`config.mk`:
```
export PLATFORM = sky130hd
export DESIGN_NAME = mem_req_initiator
export DESIGN_NICKNAME = d
export VERILOG_FILES = /design/src/rtl/mem_if_pkg.sv /design/src/rtl/sync_fifo.sv /design/src/rtl/mem_req_initiator.sv
export SDC_FILE = /design/constraint.sdc
export NUM_CORES = 1
export LEC_CHECK = 0
export CAP_MARGIN = 30
export CORE_MARGIN = 5
export CORE_UTILIZATION = 55
export DETAILED_ROUTE_END_ITERATION = 10
export GPL_ROUTABILITY_DRIVEN = 1
export PLACE_DENSITY = 0.89
export SLEW_MARGIN = 0
export SYNTH_ARGS = -nofsm -noshare
export SYNTH_HDL_FRONTEND = slang
export SYNTH_SLANG_ARGS = --single-unit
```
`constraint.sdc`:
```
create_clock -name clk_i -period 6 [get_ports clk_i]
set_input_delay 0.6 -clock clk_i [delete_from_list [all_inputs] [get_ports clk_i]]
set_output_delay 0.6 -clock clk_i [all_outputs]
set_load 0.005 [all_outputs]
```
`src/rtl/mem_if_pkg.sv`:
```
// mem_if_pkg: command, response and in-flight metadata types for the data-memory initiator.
package mem_if_pkg;
  localparam int DATA_WIDTH = 64;
  localparam int ID_WIDTH = 4;
  localparam int BE_WIDTH = DATA_WIDTH / 8;
  localparam int ADDR_WIDTH = 64;
  typedef struct packed {
    logic [ADDR_WIDTH-1:0] addr;
    logic                  we;
    logic [BE_WIDTH-1:0]   be;
    logic [DATA_WIDTH-1:0] wdata;
    logic [ID_WIDTH-1:0]   id;
  } mem_cmd_t;
  typedef struct packed {
    logic [DATA_WIDTH-1:0] rdata;
    logic                  we;
    logic [ID_WIDTH-1:0]   id;
  } mem_resp_t;
  typedef struct packed {
    logic                we;
    logic [ID_WIDTH-1:0] id;
  } mem_meta_t;
endpackage

```
`src/rtl/sync_fifo.sv`:
```
// sync_fifo: power-of-2 depth FIFO with registered storage and extra-MSB full/empty pointers.
module sync_fifo #(
  parameter int  DEPTH   = 4,
  parameter type dtype_t = logic
) (
  input  logic   clk_i,
  input  logic   rst_ni,
  input  logic   push_i,
  input  dtype_t data_i,
  input  logic   pop_i,
  output dtype_t data_o,
  output logic   empty_o
);
  localparam int AW = $clog2(DEPTH);
  logic [AW:0] wptr_q, rptr_q;
  logic        full;
  dtype_t      mem_q [DEPTH];
  assign empty_o = wptr_q == rptr_q;
  assign full    = (wptr_q[AW] != rptr_q[AW]) && (wptr_q[AW-1:0] == rptr_q[AW-1:0]);
  assign data_o  = mem_q[rptr_q[AW-1:0]];
  always_ff @(posedge clk_i or negedge rst_ni) begin
    if (!rst_ni) begin
      wptr_q <= '0;
      rptr_q <= '0;
      mem_q  <= '{default: '0};
    end else begin
      if (push_i) begin
        mem_q[wptr_q[AW-1:0]] <= data_i;
        wptr_q <= wptr_q + 1'b1;
      end
      if (pop_i) rptr_q <= rptr_q + 1'b1;
    end
  end
  no_overflow:  assert property (@(posedge clk_i) disable iff (!rst_ni) !(push_i && full));
  no_underflow: assert property (@(posedge clk_i) disable iff (!rst_ni) !(pop_i && empty_o));
endmodule

```
`src/rtl/mem_req_initiator.sv`:
```
// mem_req_initiator: credit-limited initiator issuing load/store commands to a single-cycle data memory
// and returning its responses in order.
module mem_req_initiator
  import mem_if_pkg::*;
#(
  parameter int DATA_WIDTH      = mem_if_pkg::DATA_WIDTH,
  parameter int ID_WIDTH        = mem_if_pkg::ID_WIDTH,
  parameter int MAX_OUTSTANDING = 4
) (
  input  logic                    clk_i,
  input  logic                    rst_ni,
  input  logic                    cmd_valid_i,
  output logic                    cmd_ready_o,
  input  logic [63:0]             cmd_addr_i,
  input  logic                    cmd_we_i,
  input  logic [DATA_WIDTH/8-1:0] cmd_be_i,
  input  logic [DATA_WIDTH-1:0]   cmd_wdata_i,
  input  logic [ID_WIDTH-1:0]     cmd_id_i,
  output logic                    resp_valid_o,
  input  logic                    resp_ready_i,
  output logic [DATA_WIDTH-1:0]   resp_rdata_o,
  output logic                    resp_we_o,
  output logic [ID_WIDTH-1:0]     resp_id_o,
  output logic [63:0]             data_if_address_o,
  output logic                    data_if_data_req_o,
  output logic [DATA_WIDTH/8-1:0] data_if_data_be_o,
  output logic [DATA_WIDTH-1:0]   data_if_data_wdata_o,
  output logic                    data_if_data_we_o,
  input  logic                    data_if_data_rvalid_i,
  input  logic [DATA_WIDTH-1:0]   data_if_data_rdata_i,
  output logic                    err_o
);
  localparam int CW = $clog2(MAX_OUTSTANDING + 1);
  localparam logic [CW-1:0] MAX_CNT = CW'(MAX_OUTSTANDING);
  logic [CW-1:0] cnt_q, cnt_d;
  logic          req_q, err_q;
  mem_cmd_t      cmd_q;
  mem_meta_t     meta;
  mem_resp_t     resp;
  logic          cmd_hs, resp_hs, meta_empty, resp_empty, rsp_push, stray;
  assign cmd_ready_o = cnt_q < MAX_CNT;
  assign cmd_hs      = cmd_valid_i && cmd_ready_o;
  assign resp_hs     = resp_valid_o && resp_ready_i;
  assign cnt_d       = cnt_q + CW'(cmd_hs) - CW'(resp_hs);
  // A response without a recorded access has no owner; it is dropped and flagged.
  assign rsp_push    = data_if_data_rvalid_i && !meta_empty;
  assign stray       = data_if_data_rvalid_i && meta_empty;
  always_ff @(posedge clk_i or negedge rst_ni) begin
    if (!rst_ni) begin
      cnt_q <= '0;
      req_q <= 1'b0;
      cmd_q <= '0;
      err_q <= 1'b0;
    end else begin
      cnt_q <= cnt_d;
      req_q <= cmd_hs;
      if (cmd_hs) cmd_q <= '{addr: cmd_addr_i, we: cmd_we_i, be: cmd_be_i, wdata: cmd_wdata_i, id: cmd_id_i};
      if (stray) err_q <= 1'b1;
    end
  end
  assign data_if_address_o    = cmd_q.addr;
  assign data_if_data_req_o   = req_q;
  assign data_if_data_be_o    = cmd_q.be;
  assign data_if_data_wdata_o = cmd_q.wdata;
  assign data_if_data_we_o    = req_q && cmd_q.we;
  assign err_o                = err_q;
  sync_fifo #(.DEPTH(MAX_OUTSTANDING), .dtype_t(mem_meta_t)) u_meta_fifo (
    .clk_i   (clk_i),
    .rst_ni  (rst_ni),
    .push_i  (req_q),
    .data_i  ('{we: cmd_q.we, id: cmd_q.id}),
    .pop_i   (rsp_push),
    .data_o  (meta),
    .empty_o (meta_empty)
  );
  sync_fifo #(.DEPTH(MAX_OUTSTANDING), .dtype_t(mem_resp_t)) u_resp_fifo (
    .clk_i   (clk_i),
    .rst_ni  (rst_ni),
    .push_i  (rsp_push),
    .data_i  ('{rdata: data_if_data_rdata_i, we: meta.we, id: meta.id}),
    .pop_i   (resp_hs),
    .data_o  (resp),
    .empty_o (resp_empty)
  );
  assign resp_valid_o = !resp_empty;
  assign resp_rdata_o = resp.rdata;
  assign resp_we_o    = resp.we;
  assign resp_id_o    = resp.id;
endmodule

```
==> results of run 1 <==
layer usage:
| metal | vias to the layer above | track usage [%] |
|---|---|---|
| li1 | 4871 | - |
| met1 | 5909 | 27.9 |
| met2 | 367 | 41.5 |
| met3 | 92 | 7.77 |
| met4 | 10 | 8.87 |
| met5 | - | 0 |
kinds of logic after synthesis:
kind of cell	count (synthesis)	synth area share (%)
flops	454	56.7
mux	514	33.1
buf+inv	208	7.33
fa+ha+maj	13	0.850
simple gates	12	0.250
compound gates	10	0.662
xor+xnor	19	1.11
final cells by class:
cell class / count / share of cell area, %
Tap cell: 461 / 2.28
Timing Repair Buffer: 436 / 17.6
Multi-Input combinational cell: 568 / 28.4
Sequential cell: 454 / 44.9
Clock inverter: 20 / 0.968
Clock buffer: 68 / 5.67
Inverter: 10 / 0.168
Antenna cell: 2 / 0.0197
power groups by stage:
stage	Combinational (mW)	Clock [mW]	Sequential [mW]
floorplan	0.00263	0	3.12
global placement	0.217	0	3.12
detailed placement	0.223	0	3.12
CTS	0.226	3.18	3.06
global route	0.244	3.32	3.06
finish	0.224	3.12	3.06
flip-flops by register name, indices dropped and copies added (netlist names), 3 cells and up:
| name | cells |
|---|---|
| u_resp_fifo.mem_q | 276 |
| data_if_address_o | 64 |
| data_if_data_wdata_o | 64 |
| u_meta_fifo.mem_q | 20 |
| data_if_data_be_o | 8 |
| cmd_q | 5 |
| cnt_q | 3 |
| u_meta_fifo.rptr_q | 3 |
| u_meta_fifo.wptr_q | 3 |
| u_resp_fifo.rptr_q | 3 |
| u_resp_fifo.wptr_q | 3 |
synthesized netlist by cell type (all sizes together):
cell type	n	area, µm²
fa	1	20.0
mux2	440	4950
xnor2	10	144
o311ai	2	17.5
a41o	1	10.0
a31oi	4	85.1
o31ai	2	15.0
xor2	9	78.8
buf	181	1370
mux4	74	1670
dfrtp	454	11400
inv	10	37.5
clkbuf	17	63.8
and2	1	6.26
o21ai	1	5.00
nand2	10	37.5
ha	12	150
or3	1	6.26
worst paths after layout:
check,startpoint,slack (ns),to
max,u_resp_fifo.rptr_q[0]$_DFFE_PN0P_,2.38,resp_rdata_o[47]
max reg2reg,u_meta_fifo.rptr_q[0]$_DFFE_PN0P_,2.85,u_resp_fifo.mem_q[240]$_DFFE_PN0P_
min,rst_ni,0.01,u_resp_fifo.mem_q[166]$_DFFE_PN0P_
min reg2reg,cnt_q[0]$_DFF_PN0_,0.48,cnt_q[0]$_DFF_PN0_
min in group clk_i,cnt_q[0]$_DFF_PN0_,0.48,cnt_q[0]$_DFF_PN0_
max in group asynchronous,rst_ni,4.69,u_resp_fifo.mem_q[80]$_DFFE_PN0P_
per-stage QoR:
step                      util [%]  setup slack, ns
after floorplan                  -             3.75
after global placement        65.7             2.59
after detailed placement      66.0             2.58
after CTS                     70.7             2.28
after global routing          70.9             2.15
final                         70.9             2.38
==> impl_metrics.json, run 1 <==
{
  "highest_layer": "met5",
  "vias_per_cell": 5.57,
  "rsz0062_at_grt": "false",
  "drt_iter0_markers": 425,
  "final_cells": 2019,
  "hold_buffers": 0,
  "fmax_mhz": 276,
  "nFillCells": 2272,
  "worst_ir_drop_vdd_uv": 232,
  "multi_input_area_um2": 7200,
  "fin_area_um2": 25300,
  "std_cell_rows": 69,
  "post_cts_buffers": 0,
  "synth_seq_area_share_pct": 56.7,
  "worst_r2r_path_depth": 4,
  "clk_latency_ns": 0.57,
  "cts_buffer_depth": 3,
  "hold_viol": 0,
  "clkTransAtPathRegs_ns": 0.06,
  "cts-resized-gates": 0,
  "path_buf_inv": 3,
  "drtAntennaViolNets": 0,
  "wl_um": 48100,
  "powerDensity_nw_per_um2": 253,
  "synth_cells": 1230,
  "grt_pass1_vias": 12700,
  "start_util_pct": 56.0,
  "ys_types": 23,
  "finalSetupTns_ns": 0,
  "gr-usage-all-layers_pct": 23.9,
  "swShare_pct": 20.8,
  "cts.sinks": 454,
  "fp.dieW_um": 201,
  "antenna_found_initial": 8,
  "status": "complete, no violations",
  "gr-total-overflow": 0,
  "slowest_delay_ns": 0.57,
  "core-area_um2": 35700,
  "critPathKind": "register to output pin",
  "cp.depth": 4,
  "remaining_drc_errors": 0,
  "grt_pass1_wl_um": 75700,
  "die-area_um2": 40300,
  "numCtsBuffers": 48,
  "syn_to_final_growth_pct": 26.6,
  "io_pins": 420,
  "critPathSlowestCell": "dfrtp_4",
  "dr_wl_met2_um": 24900,
  "finalMaxSlewViolations": 0,
  "portBuffers": 419,
  "setup-violations-final": 0,
  "fin_hold_ws_ns": 0.0133,
  "period_needed_ns": 3.62,
  "final_cell_mix": "dfrtp_1, clkdlybuf4s50_1, mux2_2, mux4_2, mux2_1",
  "die_h_um": 201,
  "htreeDepth": 2,
  "maxSlewHeadroom_pct": 33.0,
  "grt_max_degree": 141,
  "path_max_fanout": 43,
  "combPwrFrac_pct": 3.5,
  "layout_commonest_cell": "dfrtp_1",
  "wl_per_cell_um": 23.8,
  "dp_cells": 1927,
  "total_power_mw": 6.40,
  "cp.required_ns": 5.40,
  "final_layout_size_suffix_gt1_share_pct": 36.8,
  "netlist_area_um2": 20000,
  "min_path_type": "input port to asynchronous set/reset pin",
  "switchingPower_mw": 1.33,
  "synth_area_per_cell_um2": 16.3,
  "cp_top_family": "buffers and inverters",
  "critical_path.startpoint_type": "register",
  "seq_area_um2": 11400,
  "gp_congestion": 0.782,
  "cts_root_buf": "clkbuf_16",
  "power_frac_clock_pct": 48.7,
  "vias": 11200,
  "dr.pass1.iters": 5,
  "p_leak_nw": 12.0,
  "dp_hpwl_um": 32800,
  "finalClockSkew_ns": 0.0160,
  "finalCritPeriodShare_pct": 60.3,
  "cp_data_arrival_time_ns": 3.02,
  "cts_tree": "yes",
  "p_seq_share_pct": 47.8,
  "syn_nets": 1453,
  "wl_met3_um": 3640,
  "end_kind": "output pin",
  "cp_cell_sequence": "buf_16 > buf_4 > mux4_2 > clkdlybuf4s50_1",
  "synth.yosys.warnings": 0,
  "nNetsFinal": 1741,
  "ys_ff_latch": 454,
  "maxCapViolCount": 0,
  "wl_met1_um": 17800,
  "max_slew.worst_pin.slew_ns": 1.00,
  "dpl_cell_area_um2": 23600,
  "internal_power_mw": 5.07
}
No activity file was read; power rests on OpenSTA's default activity.
==> run 2, diff against run 1 <==
--- a/config.mk
+++ b/config.mk
@@ -7,10 +7,10 @@
 export LEC_CHECK = 0
 export CAP_MARGIN = 30
 export CORE_MARGIN = 5
-export CORE_UTILIZATION = 55
+export CORE_UTILIZATION = 52
 export DETAILED_ROUTE_END_ITERATION = 10
 export GPL_ROUTABILITY_DRIVEN = 1
-export PLACE_DENSITY = 0.89
+export PLACE_DENSITY = 0.85
 export SLEW_MARGIN = 0
 export SYNTH_ARGS = -nofsm -noshare
 export SYNTH_HDL_FRONTEND = slang
==> constraint.sdc (replaced) <==
create_clock -name clk_i -period 3.8 [get_ports clk_i]
set_input_delay 0.38 -clock clk_i [delete_from_list [all_inputs] [get_ports clk_i]]
set_output_delay 0.38 -clock clk_i [all_outputs]
set_load 0.005 [all_outputs]
==> run 2 against run 1 <==
- cell area fell by 0.34%
- worst setup slack got worse by 1.9 ns
- global-route usage fell by 1.6 points
- first-iteration DRC count fell by 0.24%
- utilization fell by 4.2 points
- critical path depth fell by 1
- sequential power rose by 58%
- die area rose by 5.5%
- sequential share of layout area rose by 0.15 points
- non-clock buffer count rose by 4
- count of clock-buffer cells in the layout rose by 3
- power rose by 53%
- largest power group is now sequential cells
- highest routed layer unchanged
==> impl_metrics.json, run 2 (synthesis results as in run 1) <==
{
  "final_layout_size_suffix_gt1_share_pct": 36.4,
  "finalMaxSlewViolations": 0,
  "critPathKind": "register to output pin",
  "antenna_found_initial": 7,
  "final_cell_mix": "dfrtp_1, clkdlybuf4s50_1, mux2_2, mux4_2, mux2_1",
  "hold_start": "cmd_wdata_i[45]",
  "gr-usage-all-layers_pct": 22.3,
  "cts_buffer_depth": 3,
  "cp.required_ns": 3.42,
  "std_cell_rows": 71,
  "fmax_mhz": 305,
  "grt_pass1_wl_um": 73300,
  "drtAntennaViolNets": 0,
  "path_max_fanout": 42,
  "setup-violations-final": 0,
  "layout_commonest_cell": "dfrtp_1",
  "finalSetupTns_ns": 0,
  "regMostFlops": "u_resp_fifo.mem_q",
  "cp_data_arrival_time_ns": 2.90,
  "maxCapViolCount": 0,
  "vias": 11200,
  "p_leak_nw": 11.9,
  "period_needed_ns": 3.28,
  "end_kind": "output pin",
  "finalClockSkew_ns": 0.0186,
  "remaining_drc_errors": 0,
  "dr.pass1.iters": 5,
  "gp_congestion": 0.805,
  "multi_input_area_um2": 7200,
  "clk_latency_ns": 0.57,
  "crit_path_start": "u_resp_fifo.rptr_q[1]$_DFFE_PN0P_",
  "nFillCells": 2568,
  "min_path_type": "input port to register",
  "wl_um": 47100,
  "numCtsBuffers": 48,
  "portBuffers": 419,
  "grt_max_degree": 107,
  "nNetsFinal": 1745,
  "core-area_um2": 37800,
  "die_h_um": 206,
  "critical_path.startpoint_type": "register",
  "cts_root_buf": "clkbuf_16",
  "cts_tree": "yes",
  "vias_per_cell": 5.39,
  "syn_to_final_growth_pct": 26.1,
  "rsz0062_at_grt": "false",
  "fp.dieW_um": 206,
  "status": "complete, no violations",
  "largest_reg_flops": 276,
  "htreeDepth": 2,
  "cts-resized-gates": 0,
  "grt_pass1_vias": 12600,
  "total_power_mw": 9.78,
  "wl_per_cell_um": 22.7,
  "start_util_pct": 52.9,
  "post_cts_buffers": 0,
  "hold_viol": 0,
  "fin_hold_ws_ns": 0.420,
  "max_slew.worst_pin.slew_ns": 0.848,
  "pre_cts_slack_ns": 1.10,
  "clkTransAtPathRegs_ns": 0.06,
  "gr-total-overflow": 0,
  "cts.sinks": 454,
  "finalCritPeriodShare_pct": 86.3,
  "powerDensity_nw_per_um2": 387,
  "dp_hpwl_um": 32800,
  "hold_buffers": 1,
  "worst_ir_drop_vdd_uv": 347,
  "die-area_um2": 42500,
  "r2r-start": "u_resp_fifo.rptr_q[1]$_DFFE_PN0P_",
  "fin_ws_ns": 0.519,
  "maxSlewHeadroom_pct": 43.4,
  "seq_area_um2": 11400,
  "drt_iter0_markers": 424,
  "io_pins": 420
}
[run 2: cell type report]
type	count	area share, %
antenna	3	0.0297
clock buffer	71	5.62
clock inverter	16	0.594
inverter	10	0.168
multi-input combinational	568	28.5
sequential	454	45.0
tap	511	2.53
timing repair buffer	440	17.6
[run 2: final timing paths]
kind | end | slack [ns] | depth (start not counted)
worst max register to register | cnt_q[2]$_DFF_PN0_ | 1.15 | 8
min in group asynchronous | u_resp_fifo.mem_q[233]$_DFFE_PN0P_ | 0.47 | 2
worst min-delay path | data_if_data_wdata_o[45]$_DFFE_PN0P_ | 0.42 | 2
worst min register to register | err_o$_DFFE_PN0P_ | 0.47 | 1
max in group asynchronous | data_if_data_wdata_o[11]$_DFFE_PN0P_ | 2.31 | 3
worst max-delay path | resp_rdata_o[35] | 0.52 | 3
[run 2: per-layer routing]
metal	part of all wire [%]	GRT usage [%]	routed length (µm)	vias to the layer above
li1	-	-	-	4875
met1	38	26.4	17900	5841
met2	51	38.6	24100	376
met3	7.8	7.55	3680	81
met4	3.0	6.99	1430	8
met5	0.098	0	46	-
[run 2: report_power, final]
part / internal (mW) / switching [mW]
sequential: 4.84 / 0.0000000000000000262
combinational: 0.202 / 0.153
clock: 2.72 / 1.87
[run 2: metrics by stage]
stage,instance area [µm²],std cells,utilization [%]
finish,25300,2073,66.7
detailed placement,23700,1982,62.6
floorplan,20000,1230,-
global placement,23700,1982,62.6
CTS,25300,2070,66.7
global route,25300,2072,66.7
[run 2: worst max-delay path, stage by stage, from the launching register on]
cell and delay [ns]:
dfrtp_4 0.76, buf_4 0.63, mux4_2 0.44, clkdlybuf4s50_1 0.48
==> run 3, diff against run 2 <==
--- a/config.mk
+++ b/config.mk
@@ -6,7 +6,6 @@
 export NUM_CORES = 1
 export LEC_CHECK = 0
 export CAP_MARGIN = 30
-export CORE_MARGIN = 5
 export CORE_UTILIZATION = 52
 export DETAILED_ROUTE_END_ITERATION = 10
 export GPL_ROUTABILITY_DRIVEN = 1
@@ -14,4 +13,5 @@
 export SLEW_MARGIN = 0
 export SYNTH_ARGS = -nofsm -noshare
 export SYNTH_HDL_FRONTEND = slang
+export SYNTH_HIERARCHICAL = 1
 export SYNTH_SLANG_ARGS = --single-unit
==> run 3 against run 2 <==
- worst setup slack improved by 0.053 ns
- utilization fell by 0.45 points
- power rose by 140%
- sequential share of layout area fell by 0.84 points
- worst hold slack got worse by 0.0034 ns
- critical endpoint is now resp_rdata_o[28]
- largest cell class unchanged
- count of clock-buffer cells in the layout rose by 11
- first-iteration DRC count fell by 13%
- cell area rose by 1.9%
- sequential power rose by 81%
- flip-flop and latch count did not move
- maximum frequency rose by 1.7%
==> impl_metrics.json, run 3 <==
{
  "critPathKind": "register to output pin",
  "syn_nets": 1450,
  "fp.dieW_um": 201,
  "combPwrFrac_pct": 43.6,
  "cp.required_ns": 3.42,
  "powerDensity_nw_per_um2": 924,
  "clkTransAtPathRegs_ns": 0.06,
  "swShare_pct": 28.7,
  "cts_buffer_depth": 3,
  "maxCapViolCount": 0,
  "dpl_cell_area_um2": 24100,
  "finalCritPeriodShare_pct": 84.9,
  "yosys-top-cells-area": "dfrtp_1, mux2_2, mux2_4",
  "die_h_um": 201,
  "final_cells": 2076,
  "critical_path.startpoint_type": "register",
  "async_flop_share_pct": 100,
  "max_slew.worst_pin.slew_ns": 0.940,
  "synth_cells": 1227,
  "slowest_delay_ns": 0.66,
  "synth_area_per_cell_um2": 16.8,
  "dp_hpwl_um": 31400,
  "gr-total-overflow": 0,
  "wl_um": 46400,
  "synth_most_common_cell": "dfrtp_1",
  "fmax_mhz": 310,
  "synth_seq_area_share_pct": 55.2,
  "die-area_um2": 40300,
  "clk_latency_ns": 0.57,
  "finalClockSkew_ns": 0.0160,
  "cts_tree": "yes",
  "end_kind": "output pin",
  "finalSetupTns_ns": 0,
  "grt_pass1_wl_um": 72200,
  "hold_viol": 0,
  "fin_area_um2": 25700,
  "min_path_type": "input port to register",
  "portBuffers": 419,
  "finalMaxSlewViolations": 0,
  "antenna_found_initial": 3,
  "fin_ws_ns": 0.573,
  "drtAntennaViolNets": 0,
  "std_cell_rows": 72,
  "gp_congestion": 0.810,
  "setup-violations-final": 0,
  "largest_reg_flops": 276,
  "syn_to_final_growth_pct": 25.2,
  "cp_data_arrival_time_ns": 2.85,
  "vias_per_cell": 5.35,
  "power_frac_clock_pct": 19.6,
  "ys_types": 23,
  "remaining_drc_errors": 0,
  "cts_root_buf": "clkbuf_16",
  "nNetsFinal": 1743,
  "cts.sinks": 454,
  "critPathSlowestCell": "buf_4",
  "synth_top_area_cell": "dfrtp_1",
  "io_pins": 420,
  "worst_ir_drop_vdd_uv": 539,
  "p_seq_share_pct": 36.8,
  "fin_util_pct": 66.3,
  "pre_cts_slack_ns": 1.08,
  "internal_power_mw": 17.0,
  "cp_cell_sequence": "buf_4 > mux4_1 > clkdlybuf4s50_1",
  "final_cell_mix": "dfrtp_1, clkdlybuf4s50_1, mux2_2, mux2_4, clkbuf_16",
  "grt_pass1_vias": 12500,
  "layout_commonest_cell": "dfrtp_1",
  "gr-usage-all-layers_pct": 23.2,
  "dr.pass1.iters": 4,
  "dp_cells": 1987,
  "rsz0062_at_grt": "false",
  "switchingPower_mw": 6.83,
  "total_power_mw": 23.8,
  "p_leak_nw": 11.2,
  "synth_flop_cell": "dfrtp_1",
  "grt_max_degree": 143,
  "wl_per_cell_um": 22.4,
  "synth_edf_count": 0,
  "status": "complete, no violations",
  "synth_common_cells": "dfrtp_1, mux2_2, buf_4",
  "final_layout_size_suffix_gt1_share_pct": 36.7,
  "maxSlewHeadroom_pct": 37.4,
  "numCtsBuffers": 48,
  "netlist_area_um2": 20600,
  "fin_hold_ws_ns": 0.417,
  "synthDominantCellAreaShare_pct": 55.2,
  "drt_iter0_markers": 370,
  "regMostFlops": "u_resp_fifo/mem_q",
  "period_needed_ns": 3.23,
  "path_max_fanout": 49,
  "start_util_pct": 53.0,
  "vias": 11100,
  "core-area_um2": 38800,
  "synth.yosys.warnings": 6,
  "ys_ff_latch": 454,
  "cts-resized-gates": 0,
  "htreeDepth": 2
}
-- run 3: cell types whose count changed after synthesis, moves of 4 or more --
cell | previous run | this run
mux2_1 | 53 | 0
mux2_2 | 387 | 339
clkbuf_1 | 17 | 1
mux2_4 | 0 | 100
buf_8 | 0 | 8
buf_6 | 13 | 24
a31oi_4 | 4 | 0
buf_4 | 152 | 137
buf_2 | 16 | 30
mux4_1 | 0 | 46
mux4_2 | 74 | 28
-- run 3: cell families after synthesis --
family                     Yosys count  synth area share [%]
muxes                              513                  34.8
DFF                                454                  55.2
buffers and inverters              210                  7.83
and+or+nand+nor                     18                 0.523
xor gates and xnor gates            16                 0.681
adders and majority gates           13                 0.827
AOI/OAI and AO/OA                    3                0.0852
-- run 3: repair_timing --
action	CTS	global route
hold buffers	1	0
endpoints found under the hold margin	109	0
setup endpoints to repair	0	0
buffers inserted	0	0
-- run 3: area by class of cell --
| type | count | area, µm² |
|---|---|---|
| inverters | 10 | 37.5 |
| diodes | 1 | 2.50 |
| repair buffers | 443 | 4480 |
| clock inverters | 5 | 57.6 |
| flip-flops and latches | 454 | 11400 |
| fillers | 2607 | 13100 |
| well taps | 518 | 648 |
| clock buffers | 82 | 1540 |
| multi-input cells | 563 | 7610 |
-- run 3: path summary, 6_finish.rpt --
kind,startpoint,end,slack (ns),cells past startpoint
min,cmd_wdata_i[27],data_if_data_wdata_o[27]$_DFFE_PN0P_,0.42,2
min in group asynchronous,rst_ni,u_resp_fifo/mem_q[261]$_DFFE_PN0P_,0.51,2
max reg2reg,u_meta_fifo/rptr_q[0]$_DFFE_PN0P_,u_resp_fifo/mem_q[233]$_DFFE_PN0P_,1.10,7
min reg2reg,err_o$_DFFE_PN0P_,err_o$_DFFE_PN0P_,0.47,1
max in group asynchronous,rst_ni,u_meta_fifo/mem_q[10]$_DFFE_PN0P_,2.29,3
max,u_resp_fifo/rptr_q[1]$_DFFE_PN0P_,resp_rdata_o[28],0.57,3
-- run 3: worst max-delay path, delay by kind of cell, from the launching register on --
| family | cells | cell delay, ns |
|---|---|---|
| buffers and inverters | 2 | 1.13 |
| muxes | 1 | 0.46 |
| DFF | 1 | 0.65 |
-- run 3: routing by layer --
layer  GRT usage [%]  part of all wire, %  vias up
met5               0                0.017        -
met4            10.1                  4.2        2
met3            6.40                  6.8       78
met2            39.2                   50      356
met1            27.8                   39     5788
li1                -                    -     4881
-- run 3: power by group through the flow --
stage | clock [mW] | sequential [mW] | combinational (mW)
6_report | 4.67 | 8.76 | 10.4
5_1_grt | 4.98 | 9.07 | 10.9
4_1_cts | 4.78 | 8.77 | 10.5
3_5_place_dp | 0 | 8.81 | 10.4
3_3_place_gp | 0 | 8.63 | 10.2
2_1_floorplan | 0 | 8.20 | 7.13
==> edit 1, RTL diff (settings of run 3) <==
Change the package constant `DATA_WIDTH` from 64 to 96.
--- a/src/rtl/mem_if_pkg.sv
+++ b/src/rtl/mem_if_pkg.sv
@@ -2,3 +2,3 @@
 package mem_if_pkg;
-  localparam int DATA_WIDTH = 64;
+  localparam int DATA_WIDTH = 96;
   localparam int ID_WIDTH = 4;
Interface: changed (6 resized); port bits go from 420 to 556. The function was not compared with the original's and may differ.
==> edit 1 against run 3 <==
Area after synthesis increased by 34%. Sequential power rose by 37%. Hold slack lost 0.021 ns. Sequential cell count grew 164. Non-clock buffer count up 137. Final cell count is 34% higher. Setup slack worse by 0.13 ns. Cell area grew 34%. Wire length is 37% higher. Clock skew up 0.0063 ns. Total power grew 37%.
==> edit 1: results (changes against run 3) <==
Via-to-Cell Ratio -> 5.38 (+0.62%)
Clock Path Buffers -> 3 (unchanged)
Placed Area -> 32300 µm² (+34%)
clk slew on worst S/H paths -> 0.06 ns (about the same)
gr usage total -> 23.9% (+0.70 points)
clk_lat worst skew -> 0.59 ns (+0.02 ns)
slew margin rel. -> 17.4% (-20 points)
vias in the first global route -> 16800 (+35%)
HPWL Detailed -> 43000 µm (+37%)
CP delay by family, top -> buffers and inverters
Final Net Count -> 2326 (+33%)
WL/cell -> 22.9 µm (+2.5%)
Post-Synthesis Cells -> 1650 (+34%)
PostCTS Resize Cnt -> 0 (unchanged)
largest net degree at the start of global routing -> 179 (+25%)
synth cell count leaders -> dfrtp_1 (618), mux2_2 (495), buf_4 (204)
first-pass GRT wire length -> 98200 µm (+36%)
Synth Flop Type -> dfrtp_1
post-synthesis sequential area ratio -> 56.0% (+0.79 points)
pre-CTS setup slack -> 0.825 ns (-0.255 ns)
Worst EP arrival -> 2.98 ns (+0.13 ns)
slowest CP cell -> dfrtp_4
cts-stage hold buffer count -> 1 (unchanged)
Syn Nets -> 1941 (+34%)
GPL Wtd Cong -> 0.787 (-2.9%)
H-tree depth -> 3 (+1)
Pleak -> 0.0146 µW (+31%)
setup repair bufs after CTS -> 0 (unchanged)
share of cells above drive strength 1 -> 39.8% (+3.0 points)
status -> completed
switching power -> 9390 µW (+38%)
Inst Count DP -> 2654 (+34%)
clk_skew -> 0.0223 ns (+0.00634 ns)
Port Buffers -> 555 (+32%)
Largest register FFs -> 404 (+46%)
cell chosen for the clock root -> clkbuf_16
non-filler instance count after layout -> 2778 (+34%)
Synthesis Warnings -> 6 (unchanged)
Peak VDD IR -> 0.000586 V (+8.6%)
CP Max Fanout -> 71 (+45%)
CTS Buf Count -> 66 (+38%)
Iter 0 DRT Violations -> 680 (+84%)
slowest stage delay, CP -> 0.62 ns (-0.04 ns)
ys async rst share -> 100% (unchanged)
Yosys cell types -> 23 (unchanged)
Pre-Repair DR Iteration Count -> 6 (+2)
Largest Register -> u_resp_fifo/mem_q
initial antenna violation count -> 10 (+7)
Synth area leaders -> dfrtp_1 (56%), mux2_2 (20%), mux4_2 (8.6%), buf_4 (5.5%), mux2_4 (5.4%)
edit 1: kinds of logic (layout without fill, tap and decap cells):
kind of cell,count (synthesis),in the layout,share of synthesized area [%]
compound gates,3,3,0.0635
xor+xnor,16,16,0.508
fa+ha+maj,13,13,0.617
buf+inv,273,707,7.87
flops,618,618,56.0
mux,709,709,34.6
other cells,0,6,0
simple gates,18,18,0.299
edit 1: layer usage:
metal,global-route usage [%],routed length (µm),vias up
met5,0,79,-
met4,9.40,1960,12
met3,6.30,4130,104
met2,40.5,33200,411
met1,29.1,24200,7880
li1,-,-,6546
edit 1: path summary, 6_finish.rpt:
kind,slack [ns],endpoint,cells past startpoint,from
setup reg to reg,0.82,u_resp_fifo/mem_q[255],6,u_meta_fifo/rptr_q[0]
hold reg to reg,0.49,u_resp_fifo/mem_q[17],1,u_resp_fifo/mem_q[17]
min in group asynchronous,0.46,u_resp_fifo/mem_q[33],2,rst_ni
max in group asynchronous,2.18,u_resp_fifo/rptr_q[1],3,rst_ni
hold / removal,0.40,data_if_address_o[11],2,cmd_addr_i[11]
setup / recovery,0.44,resp_rdata_o[10],3,u_resp_fifo/rptr_q[0]
edit 1: final cells by class:
type	instances	area (µm²)
Antenna cell	6	15.0
Inverter	10	37.5
Multi-Input combinational cell	759	10000
Timing Repair Buffer	580	5960
Tap cell	688	861
Clock buffer	103	1970
Sequential cell	618	15500
Fill cell	3581	18000
Clock inverter	14	215
edit 1: power groups by stage:
stage | clock network [µW] | registers, µW | logic (µW)
2_1_floorplan | 0 | 11200 | 9710
3_3_place_gp | 0 | 11700 | 13900
3_5_place_dp | 0 | 12000 | 14300
4_1_cts | 6630 | 12000 | 14400
5_1_grt | 6900 | 12400 | 15000
6_report | 6440 | 12000 | 14100
==> edit 2, RTL diff (flow settings as in run 3) <==
Made on the original files. Register the output `err_o` once more, without a reset; this adds one clock of latency there. The other outputs are not delayed to match.
--- a/src/rtl/mem_req_initiator.sv
+++ b/src/rtl/mem_req_initiator.sv
@@ -65,3 +65,5 @@
   assign data_if_data_we_o    = req_q && cmd_q.we;
-  assign err_o                = err_q;
+  always_ff @(posedge clk_i) begin
+    err_o <= err_q;
+  end
   sync_fifo #(.DEPTH(MAX_OUTSTANDING), .dtype_t(mem_meta_t)) u_meta_fifo (
Check against the original RTL: not equivalent (a bounded check fails within 4 cycles, from zero or initial values and one cycle with rst_ni low).
==> edit 2 against run 3 <==
Setup slack worse by 0.11 ns. Area after synthesis is essentially flat. Non-clock buffer count down 6. Total power decreased by 0.45%. Cell area about the same. Sequential cell count up 1. Wire length is 0.61% lower.
==> edit 2: results (changes against run 3) <==
slowest stage delay, CP -> 0.81 ns (+0.15 ns)
gr usage total -> 23.4% (+0.17 points)
Routed WL -> 46100 µm (-0.61%)
GPL Wtd Cong -> 0.775 (-4.3%)
slew margin rel. -> 36.3% (-1.0 points)
Largest Register -> u_resp_fifo/mem_q
Switching Share -> 28.8% (+0.13 points)
Peak VDD IR -> 0.000613 V (+14%)
post-synthesis sequential area ratio -> 55.3% (about the same)
M1 GR Usage -> 28.7% (+0.83 points)
NonClk Buf Share -> 17.3% (-0.067 points)
fill cell count -> 2700 (+3.6%)
clk_skew -> 0.0244 ns (+0.00840 ns)
pre-CTS setup slack -> 1.06 ns (-0.0204 ns)
clock buf count -> 70 (-15%)
Syn Nets -> 1451 (+0.069%)
Worst EP arrival -> 2.95 ns (+0.10 ns)
post-synthesis mux area share -> 34.8% (about the same)
# diodes -> 3 (+2)
total power -> 23700 µW (-0.45%)
initial antenna violation count -> 2 (-1)
status -> completed
Pleak -> 0.0111 µW (-0.18%)
share of cells above drive strength 1 -> 36.8% (+0.095 points)
hold depth -> 0 (-2)
Synth area leaders -> dfrtp_1 (55%), mux2_2 (19%), mux2_4 (7.3%), mux4_1 (5.9%), buf_4 (5.0%)
ys async rst share -> 99.8% (-0.22 points)
Via-to-Cell Ratio -> 5.33 (-0.44%)
Reg power frac -> 37.4% (+0.6 points)
first-pass GRT wire length -> 72600 µm (+0.64%)
Synth Area per Inst -> 16.8 µm² (about the same)
HPWL Detailed -> 31500 µm (+0.35%)
Iter 0 DRT Violations -> 531 (+44%)
GR Layer Usage met3 -> 6.15% (-0.24 points)
vias in the first global route -> 12400 (-0.92%)
Worst Hold Class -> reg2reg
Final Net Count -> 1738 (-0.29%)
Reg area -> 11400 µm² (+0.18%)
adder-cell share of the synthesized area -> 0.827% (about the same)
Non-CTS buffers -> 437 (-1.4%)
Yosys cell types -> 24 (+4.3%)
Mapped Area -> 20600 µm² (about the same)
Synth Flop Type -> dfrtp_1
CP Max Fanout -> 43 (-12%)
slowest CP cell -> dfrtp_4
non-filler instance count after layout -> 2074 (-0.096%)
met2 Track Usage GR -> 38.4% (-0.80 points)
xor and xnor area share after synthesis -> 0.681% (about the same)
fin area -> 25700 µm² (about the same)
compound-cell area share of the yosys netlist -> 0.0851% (about the same)
-- edit 2: worst paths after layout --
path	startpoint	to	slack (ns)
worst max-delay path	u_resp_fifo/rptr_q[0]	resp_rdata_o[11]	0.47
worst max register to register	u_meta_fifo/rptr_q[0]	u_resp_fifo/mem_q[98]	1.14
worst min-delay path	err_q	err_o	0.40
max in group asynchronous	rst_ni	data_if_data_wdata_o[24]	2.36
min in group asynchronous	rst_ni	u_resp_fifo/mem_q[194]	0.46
worst min register to register	err_q	err_o	0.40
-- edit 2: metal layers --
metal	vias to the layer above	part of all wire (%)
met5	-	0
met4	0	4.8
met3	93	6.6
met2	341	50
met1	5745	39
li1	4867	-
-- edit 2: worst reg2reg max path, delay by kind of cell, from the launching register on --
kind                      cells  cell delay [ns]
DFF                           1             0.54
buffers and inverters         2             0.55
and+or+nand+nor               3             0.81
muxes                         1             0.42
xor gates and xnor gates      1             0.22
